## config.mk

```make
export PLATFORM = sky130hd
export DESIGN_NAME = huff_bit_packer_flat
export DESIGN_NICKNAME = d
export VERILOG_FILES = /design/src/rtl/huff_pkg.sv /design/src/rtl/huff_bit_packer_if.sv /design/src/rtl/huff_code_lookup.sv /design/src/rtl/huff_bit_packer.sv /design/src/flat_wrapper.sv
export SDC_FILE = /design/constraint.sdc
export NUM_CORES = 1
export LEC_CHECK = 0
export ABC_CLOCK_PERIOD_IN_PS = 12900
export CAP_MARGIN = 15
export CORE_AREA = 2 2 105 107
export CTS_CLUSTER_DIAMETER = 40
export DETAILED_ROUTE_END_ITERATION = 7
export DIE_AREA = 0 0 107 109
export PLACE_DENSITY_LB_ADDON = 0.15
export SYNTH_ARGS = -nofsm -noshare
export SYNTH_HDL_FRONTEND = slang
export SYNTH_SLANG_ARGS = --single-unit
```

## constraint.sdc

```tcl
create_clock -name clk -period 12.9 [get_ports clk]
set_input_delay 2.58 -clock clk [delete_from_list [all_inputs] [get_ports clk]]
set_output_delay 2.58 -clock clk [all_outputs]
set_load 0.05 [all_outputs]
```

## src/rtl/huff_pkg.sv

```systemverilog
// rtl/huff_pkg.sv - shared Huffman encoder/packer constants and state type
package huff_pkg;

    localparam int MAX_CHAR_COUNT = 3;
    localparam int ACC_W          = 16;

    typedef enum logic [1:0] {
        ST_IDLE  = 2'd0,
        ST_RUN   = 2'd1,
        ST_FLUSH = 2'd2
    } huff_state_t;

endpackage

```

## src/rtl/huff_bit_packer_if.sv

```systemverilog
// rtl/huff_bit_packer_if.sv - symbol-in / byte-out stream bundle for the bit packer
interface huff_bit_packer_if;

    logic       sym_valid;
    logic       sym_ready;
    logic [7:0] sym_char;
    logic       sym_last;

    logic       out_valid;
    logic       out_ready;
    logic [7:0] out_byte;
    logic       out_last;

    modport master (
        output sym_valid, sym_char, sym_last, out_ready,
        input  sym_ready, out_valid, out_byte, out_last
    );

    modport slave (
        input  sym_valid, sym_char, sym_last, out_ready,
        output sym_ready, out_valid, out_byte, out_last
    );

endinterface

```

## src/rtl/huff_code_lookup.sv

```systemverilog
// rtl/huff_code_lookup.sv - combinational code-table search, lowest matching index wins
module huff_code_lookup #(
    parameter  int MAX_CHAR_COUNT = huff_pkg::MAX_CHAR_COUNT,
    localparam int IDX_W = (MAX_CHAR_COUNT > 1) ? $clog2(MAX_CHAR_COUNT) : 1,
    localparam int LEN_W = $clog2(MAX_CHAR_COUNT + 1)
) (
    input  logic [MAX_CHAR_COUNT-1:0][7:0]                table_char,
    input  logic [MAX_CHAR_COUNT-1:0][MAX_CHAR_COUNT-1:0] table_value,
    input  logic [MAX_CHAR_COUNT-1:0][MAX_CHAR_COUNT-1:0] table_mask,
    input  logic [7:0]                                    sym_char,
    output logic                                          match,
    output logic [IDX_W-1:0]                              idx,
    output logic [LEN_W-1:0]                              len,
    output logic [MAX_CHAR_COUNT-1:0]                     value
);

    logic [MAX_CHAR_COUNT-1:0] sel_mask;

    always_comb begin
        match    = 1'b0;
        idx      = '0;
        sel_mask = '0;
        value    = '0;
        // Descending scan so the lowest matching index is the one left standing.
        for (int i = MAX_CHAR_COUNT - 1; i >= 0; i--) begin
            if (table_char[i] == sym_char) begin
                match    = 1'b1;
                idx      = IDX_W'(i);
                sel_mask = table_mask[i];
                value    = table_value[i] & table_mask[i];
            end
        end
        len = '0;
        for (int j = 0; j < MAX_CHAR_COUNT; j++) begin
            len = len + LEN_W'(sel_mask[j]);
        end
    end

endmodule

```

## src/rtl/huff_bit_packer.sv

```systemverilog
// rtl/huff_bit_packer.sv - packs variable-length Huffman codes MSB-first into a byte stream
module huff_bit_packer #(
    parameter  int MAX_CHAR_COUNT = huff_pkg::MAX_CHAR_COUNT,
    parameter  int ACC_W          = huff_pkg::ACC_W,
    localparam int FILL_W = $clog2(ACC_W + 1),
    localparam int IDX_W  = (MAX_CHAR_COUNT > 1) ? $clog2(MAX_CHAR_COUNT) : 1,
    localparam int LEN_W  = $clog2(MAX_CHAR_COUNT + 1)
) (
    input  logic                                          clk,
    input  logic                                          reset,
    input  logic                                          code_load,
    input  logic [MAX_CHAR_COUNT-1:0][7:0]                table_char,
    input  logic [MAX_CHAR_COUNT-1:0][MAX_CHAR_COUNT-1:0] table_value,
    input  logic [MAX_CHAR_COUNT-1:0][MAX_CHAR_COUNT-1:0] table_mask,
    huff_bit_packer_if.slave                              bus,
    output logic                                          err_unknown
);

    import huff_pkg::*;

    localparam logic [FILL_W-1:0] READY_MAX = FILL_W'(ACC_W - MAX_CHAR_COUNT);
    localparam logic [FILL_W-1:0] BYTE_BITS = FILL_W'(8);
    localparam logic [FILL_W-1:0] FULL_W    = FILL_W'(ACC_W);

    huff_state_t state, state_n;

    logic [MAX_CHAR_COUNT-1:0][7:0]                tbl_char;
    logic [MAX_CHAR_COUNT-1:0][MAX_CHAR_COUNT-1:0] tbl_value;
    logic [MAX_CHAR_COUNT-1:0][MAX_CHAR_COUNT-1:0] tbl_mask;

    logic [ACC_W-1:0]  acc, acc_n;
    logic [FILL_W-1:0] fill, fill_n;
    logic              out_valid_n, out_last_n, err_n;
    logic [7:0]        out_byte_n;

    logic                      hit;
    logic [IDX_W-1:0]          hit_idx_unused;
    logic [LEN_W-1:0]          hit_len;
    logic [MAX_CHAR_COUNT-1:0] hit_value;
    logic                      accept, out_free, load_ok;

    huff_code_lookup #(.MAX_CHAR_COUNT(MAX_CHAR_COUNT)) u_lookup (
        .table_char  (tbl_char),
        .table_value (tbl_value),
        .table_mask  (tbl_mask),
        .sym_char    (bus.sym_char),
        .match       (hit),
        .idx         (hit_idx_unused),
        .len         (hit_len),
        .value       (hit_value)
    );

    assign bus.sym_ready = (state == ST_RUN) && (fill <= READY_MAX);
    assign accept        = bus.sym_valid && bus.sym_ready;
    assign out_free      = !bus.out_valid || bus.out_ready;
    assign load_ok       = code_load && (state != ST_FLUSH);

    always_comb begin
        state_n     = state;
        acc_n       = acc;
        fill_n      = fill;
        out_valid_n = bus.out_valid && !bus.out_ready;
        out_byte_n  = bus.out_byte;
        out_last_n  = (bus.out_valid && bus.out_ready) ? 1'b0 : bus.out_last;
        err_n       = load_ok ? 1'b0 : err_unknown;

        case (state)
            ST_IDLE: begin
                if (code_load) state_n = ST_RUN;
            end
            ST_RUN: begin
                // Keep the final full byte in the accumulator when the message ends,
                // so FLUSH can tag it with out_last instead of emitting it untagged.
                if (out_free && fill >= BYTE_BITS && !(accept && bus.sym_last)) begin
                    out_valid_n = 1'b1;
                    out_byte_n  = acc[ACC_W-1 -: 8];
                    out_last_n  = 1'b0;
                    acc_n       = acc << 8;
                    fill_n      = fill - BYTE_BITS;
                end
                if (accept) begin
                    if (!hit) err_n = 1'b1;
                    acc_n  = acc_n | ({{(ACC_W-MAX_CHAR_COUNT){1'b0}}, hit_value}
                                      << (FULL_W - fill_n - FILL_W'(hit_len)));
                    fill_n = fill_n + FILL_W'(hit_len);
                    if (bus.sym_last) state_n = ST_FLUSH;
                end
            end
            ST_FLUSH: begin
                if (bus.out_valid && bus.out_last) begin
                    if (bus.out_ready) state_n = ST_RUN;
                end else if (out_free) begin
                    // Unused accumulator bits are always zero, so padding comes for free.
                    out_valid_n = 1'b1;
                    out_byte_n  = acc[ACC_W-1 -: 8];
                    if (fill > BYTE_BITS) begin
                        out_last_n = 1'b0;
                        acc_n      = acc << 8;
                        fill_n     = fill - BYTE_BITS;
                    end else begin
                        out_last_n = 1'b1;
                        acc_n      = '0;
                        fill_n     = '0;
                    end
                end
            end
            default: state_n = ST_IDLE;
        endcase
    end

    always_ff @(posedge clk) begin
        if (reset) begin
            state         <= ST_IDLE;
            acc           <= '0;
            fill          <= '0;
            bus.out_valid <= 1'b0;
            bus.out_byte  <= 8'h00;
            bus.out_last  <= 1'b0;
            err_unknown   <= 1'b0;
            tbl_char      <= '0;
            tbl_value     <= '0;
            tbl_mask      <= '0;
        end else begin
            state         <= state_n;
            acc           <= acc_n;
            fill          <= fill_n;
            bus.out_valid <= out_valid_n;
            bus.out_byte  <= out_byte_n;
            bus.out_last  <= out_last_n;
            err_unknown   <= err_n;
            if (load_ok) begin
                tbl_char  <= table_char;
                tbl_value <= table_value;
                tbl_mask  <= table_mask;
            end
        end
    end

endmodule

```

## src/flat_wrapper.sv

```systemverilog
// flat-port wrapper written by rule: the top's interface ports become plain ports
module huff_bit_packer_flat import huff_pkg::*;
#(
    parameter  int MAX_CHAR_COUNT = huff_pkg::MAX_CHAR_COUNT,
    parameter  int ACC_W          = huff_pkg::ACC_W,
    localparam int FILL_W = $clog2(ACC_W + 1),
    localparam int IDX_W  = (MAX_CHAR_COUNT > 1) ? $clog2(MAX_CHAR_COUNT) : 1,
    localparam int LEN_W  = $clog2(MAX_CHAR_COUNT + 1)
)
  (clk, reset, code_load, table_char, table_value, table_mask, err_unknown, bus_sym_valid, bus_sym_char, bus_sym_last, bus_out_ready, bus_sym_ready, bus_out_valid, bus_out_byte, bus_out_last);
  huff_bit_packer_if bus_i ();
  input  logic clk;
  input  logic reset;
  input  logic code_load;
  input  logic [MAX_CHAR_COUNT-1:0][7:0] table_char;
  input  logic [MAX_CHAR_COUNT-1:0][MAX_CHAR_COUNT-1:0] table_value;
  input  logic [MAX_CHAR_COUNT-1:0][MAX_CHAR_COUNT-1:0] table_mask;
  output logic err_unknown;
  input wire logic [$bits(bus_i.sym_valid)-1:0] bus_sym_valid;
  input wire logic [$bits(bus_i.sym_char)-1:0] bus_sym_char;
  input wire logic [$bits(bus_i.sym_last)-1:0] bus_sym_last;
  input wire logic [$bits(bus_i.out_ready)-1:0] bus_out_ready;
  output wire logic [$bits(bus_i.sym_ready)-1:0] bus_sym_ready;
  output wire logic [$bits(bus_i.out_valid)-1:0] bus_out_valid;
  output wire logic [$bits(bus_i.out_byte)-1:0] bus_out_byte;
  output wire logic [$bits(bus_i.out_last)-1:0] bus_out_last;
  assign bus_i.sym_valid = bus_sym_valid;
  assign bus_i.sym_char = bus_sym_char;
  assign bus_i.sym_last = bus_sym_last;
  assign bus_i.out_ready = bus_out_ready;
  assign bus_sym_ready = bus_i.sym_ready;
  assign bus_out_valid = bus_i.out_valid;
  assign bus_out_byte = bus_i.out_byte;
  assign bus_out_last = bus_i.out_last;
  huff_bit_packer #(.MAX_CHAR_COUNT(MAX_CHAR_COUNT), .ACC_W(ACC_W)) u_core (.clk(clk), .reset(reset), .code_load(code_load), .table_char(table_char), .table_value(table_value), .table_mask(table_mask), .bus(bus_i), .err_unknown(err_unknown));
endmodule
```

== Word-level counts from Yosys, hierarchy flattened ==
Cells that the tools add are included.

* Bits in writable memories: 0
* Latch bits: 0
* Bits in read-only memories: 0
* Register bits: 76
* Logic and storage cells: 109
* Memories: 0
* Input bits: 56

* Shift operators: 1
* Divide/modulo/power cells: 0
* Bitwise gates (word level): 4
* Order comparisons: 3
* Mux-type cells: 47
* Reductions and logical operators: 18
* Multiply operators: 0
* $add $sub $neg: 6
* Equality and inequality tests: 14

{| class="wikitable"
|+ Operators with widths
! operator !! count
|-
| $mux 16 || 6
|-
| $pmux 16 s2 || 1
|-
| $mux 5 || 6
|-
| $eq 8x8->1 || 3
|-
| $mux 8 || 3
|-
| $mux 3 || 6
|-
| $or 16x16->16 || 1
|-
| $pmux 8 s2 || 1
|-
| $shl 3x5->16 || 1
|-
| $mux 1 || 15
|-
| $ne 2x2->1 const B || 6
|-
| $mux 2 || 5
|-
| $pmux 5 s2 || 1
|-
| $and 3x3->3 || 3
|-
| $logic_and 1x1->1 || 9
|-
| $ne 2x1->1 const B || 3
|-
| $pmux 2 s3 || 1
|-
| $add 5x2->5 || 1
|-
| $ge 5x4->1 const B || 1
|-
| $gt 5x4->1 const B || 1
|-
| $le 5x4->1 const B || 1
|-
| $reduce_and 5->1 || 1
|-
| $sub 5x2->5 || 1
|-
| $sub 5x4->5 const B || 1
|-
| 12 further kinds || 15
|}

== Longest topological paths before layout ==
Gate-level depths: netlist of run 1.

* Depth in word-level cells: 14
* Gate-level depth with buffers: 19
* Gate-level depth less buffers: 18

== By module ==
From an unflattened synthesis of run 1, not the netlist that was laid out.

* Cells, all modules: 539
* Area total of the unflattened synthesis: 4280.4 µm²

{| class="wikitable"
|+ Modules (own cells, without submodules)
! module !! seq. area each (µm²) !! area an instance (µm²) !! cells an instance !! instances
|-
| huff_bit_packer || 1521.5 || 3807.4 || 473 || 1
|-
| huff_code_lookup || 0.0 || 473.0 || 66 || 1
|}

== Least setup slack after synthesis of run 1 ==
No wires, ideal clock.

* Path kind: input -> register
* From: input port bus_sym_char[3]
* To: register u_core.acc[5]
* Data arrival time: 6171 ps
* Cell stages on the path: 17
* Buffers on the path: 1
* Setup time: 70 ps
* Setup slack: 6659 ps
* Data required time: 12830 ps
* Cells stage by stage: xor2_1 nor4_2 and2_1 buf_4 o21ai_0 nand2_1 nand2_1 fa_1 ha_1 inv_1 ha_1 inv_1 fa_1 inv_1 nor4_1 a32oi_1 a21oi_1

* Word-level cells in the longest chain between the ends: 11

{| class="wikitable"
|+ RTL lines
! item !! line !! source
|-
| start, declared || flat_wrapper.sv:20 || <nowiki>input wire logic [$bits(bus_i.sym_char)-1:0] bus_sym_char;</nowiki>
|-
| $eq 8x8->1 || huff_code_lookup.sv:26 || <nowiki>if (table_char[i] == sym_char) begin</nowiki>
|-
| $mux 3 (3 in a row) || huff_code_lookup.sv:26 ||
|-
| $add 1x1->2 || huff_code_lookup.sv:35 || <nowiki>len = len + LEN_W'(sel_mask[j]);</nowiki>
|-
| $add 2x1->2 || huff_code_lookup.sv:35 ||
|-
| $sub 5x2->5 || huff_bit_packer.sv:84 || <nowiki><< (FULL_W - fill_n - FILL_W'(hit_len)));</nowiki>
|-
| $shl 3x5->16 (*) || huff_bit_packer.sv:83 || <nowiki>acc_n = acc_n | ({{(ACC_W-MAX_CHAR_COUNT){1'b0}}, hit_value}</nowiki>
|-
| $or 16x16->16 (*) || huff_bit_packer.sv:83 ||
|-
| $mux 16 (*) || huff_bit_packer.sv:81 || <nowiki>if (accept) begin</nowiki>
|-
| $pmux 16 s2 (*) || huff_bit_packer.sv:67 || <nowiki>case (state)</nowiki>
|-
| end signal, assigned || huff_bit_packer.sv:125 || <nowiki>acc <= acc_n;</nowiki>
|-
| end, declared || huff_bit_packer.sv:31 || <nowiki>logic [ACC_W-1:0] acc, acc_n;</nowiki>
|}

Mark *: on every way between the ends. The rest lies on a longest branch, timed or not.
A chain may end at the register's enable or synchronous reset.

== Final worst setup path of run 1 ==
Ends and elaborated chain as after synthesis.

==> results.txt, run 1 <==
gpl congestion -> 0.863
Top FF cell, synth -> dfxtp_1
Skew-Pair Late Insertion Delay -> 0.35 ns
uppermost layer routed -> met4
nature of the critical path startpoint -> primary input
share of layout cells above drive strength 1 -> 5.59%
DRC violations left -> 0
Post-Synthesis Cell Area -> 0.00411 mm^2
clock transition at the registers of the reported paths -> 0.08 ns
setup TNS -> 0 ns
I/O pins -> 68
Tot GR Track Use -> 18.5%
Post-DRT Antenna Nets -> 0
Die Ht -> 109 um
Synth Warn # -> 0
routed vias/inst -> 5.21
Avg WL per Cell -> 14.5 um
Final min period -> 7.10 ns
Leak -> 1.90 nW
Post-synth EDFFs -> 0
Worst Path Max Fanout -> 10
CTS tree -> yes
Netlist cell types -> 55
Vias -> 3,708
critical path type -> primary input to flop
final net count -> 643
hold slack -> 0.464 ns
pre-CTS setup slack -> 5.53 ns
first-pass GRT wire length -> 17,100 um
max cap viols -> 0
register area share after synthesis -> 37.1%
Placeable Area -> 0.0106 mm^2
worst-margin pin slew -> 0.843 ns
HP Start -> u_core.tbl_value[2]
hold_buf cts -> 0
Total Power -> 0.693 mW
clock buffer count from CTS -> 9
final instance area -> 0.00503 mm^2
pwr dens -> 138 mW/mm^2
Post-synth ARST share -> 0%
die span in x -> 107 um
reg2reg end -> u_core.acc[5]
Max IR drop VDD -> 47.4 uV
Hold Path Stages -> 2
final worst setup slack -> 5.80 ns
Fin. Hold Viols -> 0
syn avg cell area -> 8.02 um^2
CTS H-tree depth -> 3
Worst Reg-to-Reg Cells -> 16
fin crit share -> 55.0%
Port Buffers -> 67
Max Fclk -> 141 MHz
Initial Util -> 38.7%
Hold Crit Class -> flop to flop
Net Count, Synth -> 588
Resize count post-CTS -> 0
die area -> 0.0117 mm^2
DP Wirelength -> 7550 um
grt total ovfl -> 0
Post-Syn Instances -> 512
Critical Path RT -> 13.18 ns
clock buffer depth -> 2
First DRT Iteration DRCs -> 163
vias in the first global route -> 3,649
Clock Root Buffer -> clkbuf_8
unrepaired setup endpoints after global routing -> false
CP endpoint kind -> flop
Min-Delay Endpoint -> u_core.tbl_value[2]
Pre-antenna DRT Iters -> 4
Routed WL -> 10,300 um
largest net degree at the start of global routing -> 78
Critical R2R Launch -> u_core.tbl_char[11]
diode count -> 0
area grow syn2layout -> 22.5%
initial antenna violation count -> 0
Slew HR -> 43.3%
Clock Sink Count -> 76
Slew Limit Fails -> 0
DR WL met3 -> 355 um
Setup-failing EPs final -> 0
Worst EP arrival -> 7.39 ns
post-CTS setup buffers -> 0
met1 wire length -> 4520 um
# rows -> 38
routed length on met2 -> 5350 um
Setup Skew -> 0.00683 ns
DP Area -> 0.00485 mm^2
status -> finished, final reports clean
Reg2Reg Setup Slack -> 8.18 ns
Synth Register Bits -> 76
[power by group]
group	internal (mW)	switching (mW)
Combinational	0.0956	0.161
Sequential	0.252	0.0171
Clock	0.0755	0.0927
Total	0.423	0.270
[cell usage in the layout (no fill, tap or decap), types with 6 or more instances in the layout]
cell type | netlist | layout
inv_1 | 17 | 17
dfxtp_1 | 76 | 76
nand3_1 | 15 | 15
xnor2_1 | 7 | 7
ha_1 | 17 | 17
o21ai_0 | 8 | 8
xor2_1 | 24 | 24
clkbuf_8 | 0 | 10
nor2_1 | 27 | 27
a21oi_1 | 57 | 57
nand4_1 | 12 | 12
clkdlybuf4s50_1 | 0 | 66
nor4_1 | 6 | 6
a22oi_1 | 7 | 7
mux2i_1 | 11 | 11
nand2_1 | 129 | 129
[state kept, by name, indices dropped and copies added (netlist names), 2 cells and up]
name,flops
u_core.acc,16
u_core.bus.out_byte,8
u_core.fill,5
u_core.state,2
u_core.tbl_char,24
u_core.tbl_mask,9
u_core.tbl_value,9
[area by class of cell]
| class | instances | area, um^2 |
|---|---|---|
| fill | 1054 | 5570 |
| multi-input combinational | 392 | 2400 |
| sequential | 76 | 1520 |
| timing repair buffer | 71 | 693 |
| tap | 140 | 175 |
| clock buffer | 11 | 141 |
| inverter | 17 | 63.8 |
| clock inverter | 5 | 36.3 |
[routing by layer]
layer / global-route usage (%) / up-vias
li1: - / 1881
met1: 21.6 / 1745
met2: 33.8 / 72
met3: 4.42 / 10
met4: 4.82 / 0
met5: 0 / -
[critical path, stage by stage]
cell and delay (ns):
clkdlybuf4s50_1 0.47, xor2_1 0.18, nor4_2 0.41, and2_1 0.37, o21ai_0 0.14, nand2_1 0.08
nand2_1 0.08, fa_1 0.50, ha_1 0.35, inv_1 0.06, ha_1 0.16, inv_1 0.06
fa_1 0.63, inv_1 0.15, nor4_1 0.77, a32oi_1 0.22, a21oi_1 0.16
[synth_stat cells (5+ instances only)]
cell type | number | share of area (%)
nand2_1 | 129 | 12
dfxtp_1 | 76 | 37
a21oi_1 | 57 | 6.9
nor2_1 | 27 | 2.5
xor2_1 | 24 | 5.1
clkbuf_1 | 21 | 1.9
ha_1 | 17 | 5.2
inv_1 | 17 | 1.6
nand3_1 | 15 | 1.8
nand4_1 | 12 | 1.8
mux2i_1 | 11 | 2.7
o21ai_0 | 8 | 0.98
a22oi_1 | 7 | 1.3
xnor2_1 | 7 | 1.5
nor4_1 | 6 | 0.91
a32oi_1 | 5 | 1.1
nand2b_1 | 5 | 0.76
[metrics by stage]
stage | utilization (%) | std cells
after global placement | 45.7 | 695
after detailed placement | 45.7 | 695
after global routing | 47.5 | 712
after CTS | 47.4 | 711
final | 47.5 | 712
after floorplan | - | 512
[worst max path at each step]
stage | startpoint | to | slack [ns] | cells past startpoint
6_report | bus_sym_char[3] | u_core.acc[5] | 5.80 | 17
5_1_grt | bus_sym_char[3] | u_core.acc[5] | 5.54 | 17
4_1_cts | bus_sym_char[3] | u_core.acc[5] | 5.90 | 17
3_5_place_dp | bus_sym_char[3] | u_core.acc[5] | 5.53 | 17
3_3_place_gp | bus_sym_char[3] | u_core.acc[5] | 5.67 | 17
2_1_floorplan | bus_sym_char[3] | u_core.acc[5] | 6.66 | 17
[cells by family (layout without fill, tap and decap cells)]
family	after synthesis	in the layout	synth area share [%]
AND/OR/NAND/NOR	215	215	23.6
AO/OA/AOI/OAI	112	112	17.7
flip-flops	76	76	37.1
buffers and inverters	44	104	4.54
XOR/XNOR	31	31	6.61
adder cells (fa/ha/maj)	20	20	6.64
multiplexers	14	14	3.87
(Power assumes the default switching activity.)
==> run 2: changes to the inputs <==
--- a/config.mk
+++ b/config.mk
@@ -5,7 +5,7 @@
 export SDC_FILE = /design/constraint.sdc
 export NUM_CORES = 1
 export LEC_CHECK = 0
-export ABC_CLOCK_PERIOD_IN_PS = 12900
+export ABC_CLOCK_PERIOD_IN_PS = 6800
 export CAP_MARGIN = 15
 export CORE_AREA = 2 2 105 107
 export CTS_CLUSTER_DIAMETER = 40
==> constraint.sdc (replaced) <==
create_clock -name clk -period 6.8 [get_ports clk]
set_input_delay 1.36 -clock clk [delete_from_list [all_inputs] [get_ports clk]]
set_output_delay 1.36 -clock clk [all_outputs]
set_load 0.05 [all_outputs]
==> results.txt, run 2 (synthesis results as in run 1) <==
routed vias/inst -> 5.18
most frequent cells in the layout -> nand2_1, dfxtp_1, clkdlybuf4s50_1, a21oi_1, nor2_1
unrepaired setup endpoints after global routing -> false
critical path type -> primary input to flop
pwr dens -> 273 mW/mm^2
Routed WL -> 10,200 um
post-CTS setup buffers -> 0
Pre-antenna DRT Iters -> 4
Skew-Pair Late Insertion Delay -> 0.34 ns
Placeable Area -> 0.0106 mm^2
area grow syn2layout -> 23.6%
status -> finished, final reports clean
Hold Path Stages -> 2
DRC violations left -> 0
clock buffer count from CTS -> 9
worst-margin pin slew -> 0.827 ns
max cap viols -> 0
HP Start -> u_core.tbl_value[2]
Worst EP arrival -> 6.06 ns
Hold Crit Class -> flop to flop
Vias -> 3,688
Worst Path Max Fanout -> 10
critical path cell sequence -> clkdlybuf4s50_1 > xor2_1 > nor4_2 > and2_1 > o21ai_0 > nand2_1 > nand2_1 > fa_1 > ha_1 > inv_1 > ha_1 > inv_1 > fa_1 > inv_1 > nor4_1 > a32oi_1 > a21oi_1
Clock Sink Count -> 76
DP Area -> 0.00486 mm^2
gpl congestion -> 0.866
diode count -> 0
grt total ovfl -> 0
CP endpoint kind -> flop
Slew Limit Fails -> 0
First DRT Iteration DRCs -> 124
largest net degree at the start of global routing -> 78
CP Capture Point -> u_core.acc[5]
Setup Skew -> 0.00544 ns
setup TNS -> 0 ns
CTS tree -> yes
Clock Root Buffer -> clkbuf_8
Tot GR Track Use -> 18.3%
first-pass GRT wire length -> 16,800 um
fin crit share -> 85.2%
Resize count post-CTS -> 0
final net count -> 644
Avg WL per Cell -> 14.3 um
Critical R2R Launch -> u_core.tbl_char[11]
Crit-path slowest cell -> nor4_1
Max stage delay on crit path -> 0.68 ns
Fin. Hold Viols -> 0
Worst Reg-to-Reg Cells -> 16
hold_buf cts -> 0
die span in x -> 107 um
Final min period -> 5.79 ns
max FFs per register -> 24
Layout Utilization -> 47.9%
Biggest register -> u_core.tbl_char
die area -> 0.0117 mm^2
reg2reg end -> u_core.acc[5]
Max IR drop VDD -> 104 uV
I/O pins -> 68
nature of the critical path startpoint -> primary input
Leak -> 1.93 nW
share of layout cells above drive strength 1 -> 5.59%
Slew HR -> 44.9%
# rows -> 38
final instance area -> 0.00508 mm^2
Post-DRT Antenna Nets -> 0
vias in the first global route -> 3,588
Max Fclk -> 173 MHz
Fill cells -> 1,049
most used cell, CP -> inv_1
hold slack -> 0.459 ns
Die Ht -> 109 um
DP Wirelength -> 7500 um
largest registers -> u_core.tbl_char (24), u_core.acc (16)
Critical Path RT -> 7.07 ns
clock buffer depth -> 2
most common cell after layout, fill and taps aside -> nand2_1
initial antenna violation count -> 0
worst setup path startpoint -> bus_sym_char[3]
CTS H-tree depth -> 3
Reg2Reg Setup Slack -> 2.19 ns
Initial Util -> 38.7%
Port Buffers -> 67
clock transition at the registers of the reported paths -> 0.08 ns
Setup-failing EPs final -> 0
run 2: per-layer routing:
metal | vias up | global-route usage, % | part of all wire [%]
met1 | 1725 | 20.9 | 43
met5 | - | 0 | 0
li1 | 1877 | - | -
met3 | 10 | 3.53 | 3.5
met2 | 76 | 34.3 | 52
met4 | 0 | 5.47 | 1.5
run 2: worst min-delay path by stage:
stage / end / slack [ns]
3_5_place_dp: u_core.tbl_value[2] / 0.45
5_1_grt: u_core.tbl_value[4] / 0.48
3_3_place_gp: u_core.tbl_value[2] / 0.45
6_report: u_core.tbl_value[2] / 0.46
2_1_floorplan: u_core.tbl_value[0] / 0.44
4_1_cts: u_core.tbl_value[2] / 0.46
run 2: through the flow:
step	cells	setup slack, ns	power [mW]
after floorplan	512	1.78	0.876
after global placement	696	0.801	1.01
after detailed placement	696	0.678	1.01
after CTS	711	1.03	1.39
after global routing	712	0.616	1.47
final	712	1.01	1.38
run 2: layout make-up:
type	count	area [um^2]	area share [%]
Clock buffer	11	141	2.78
Timing Repair Buffer	72	701	13.8
Clock inverter	4	73.8	1.45
Multi-Input combinational cell	392	2400	47.3
Sequential cell	76	1520	30.0
Tap cell	140	175	3.45
Inverter	17	63.8	1.26
run 2: report_power, final:
part	internal, mW	switching (mW)
sequential	0.478	0.0320
clock	0.215	0.169
combinational	0.189	0.302
total	0.882	0.503
run 2: critical path, delay by kind of cell:
family,cells,cell delay [ns]
AOI/OAI and AO/OA,3,0.50
adders and majority gates,4,1.64
xor gates and xnor gates,1,0.18
buffers and inverters,4,0.75
and+or+nand+nor,5,1.63
==> run 3: changes to the inputs <==
--- a/config.mk
+++ b/config.mk
@@ -12,6 +12,7 @@
 export DETAILED_ROUTE_END_ITERATION = 7
 export DIE_AREA = 0 0 107 109
 export PLACE_DENSITY_LB_ADDON = 0.15
+export SKIP_CTS_REPAIR_TIMING = 1
 export SYNTH_ARGS = -nofsm -noshare
 export SYNTH_HDL_FRONTEND = slang
 export SYNTH_SLANG_ARGS = --single-unit
==> results of run 3 <==
The final DEF is identical to that of run 2; final timing and power are the same.
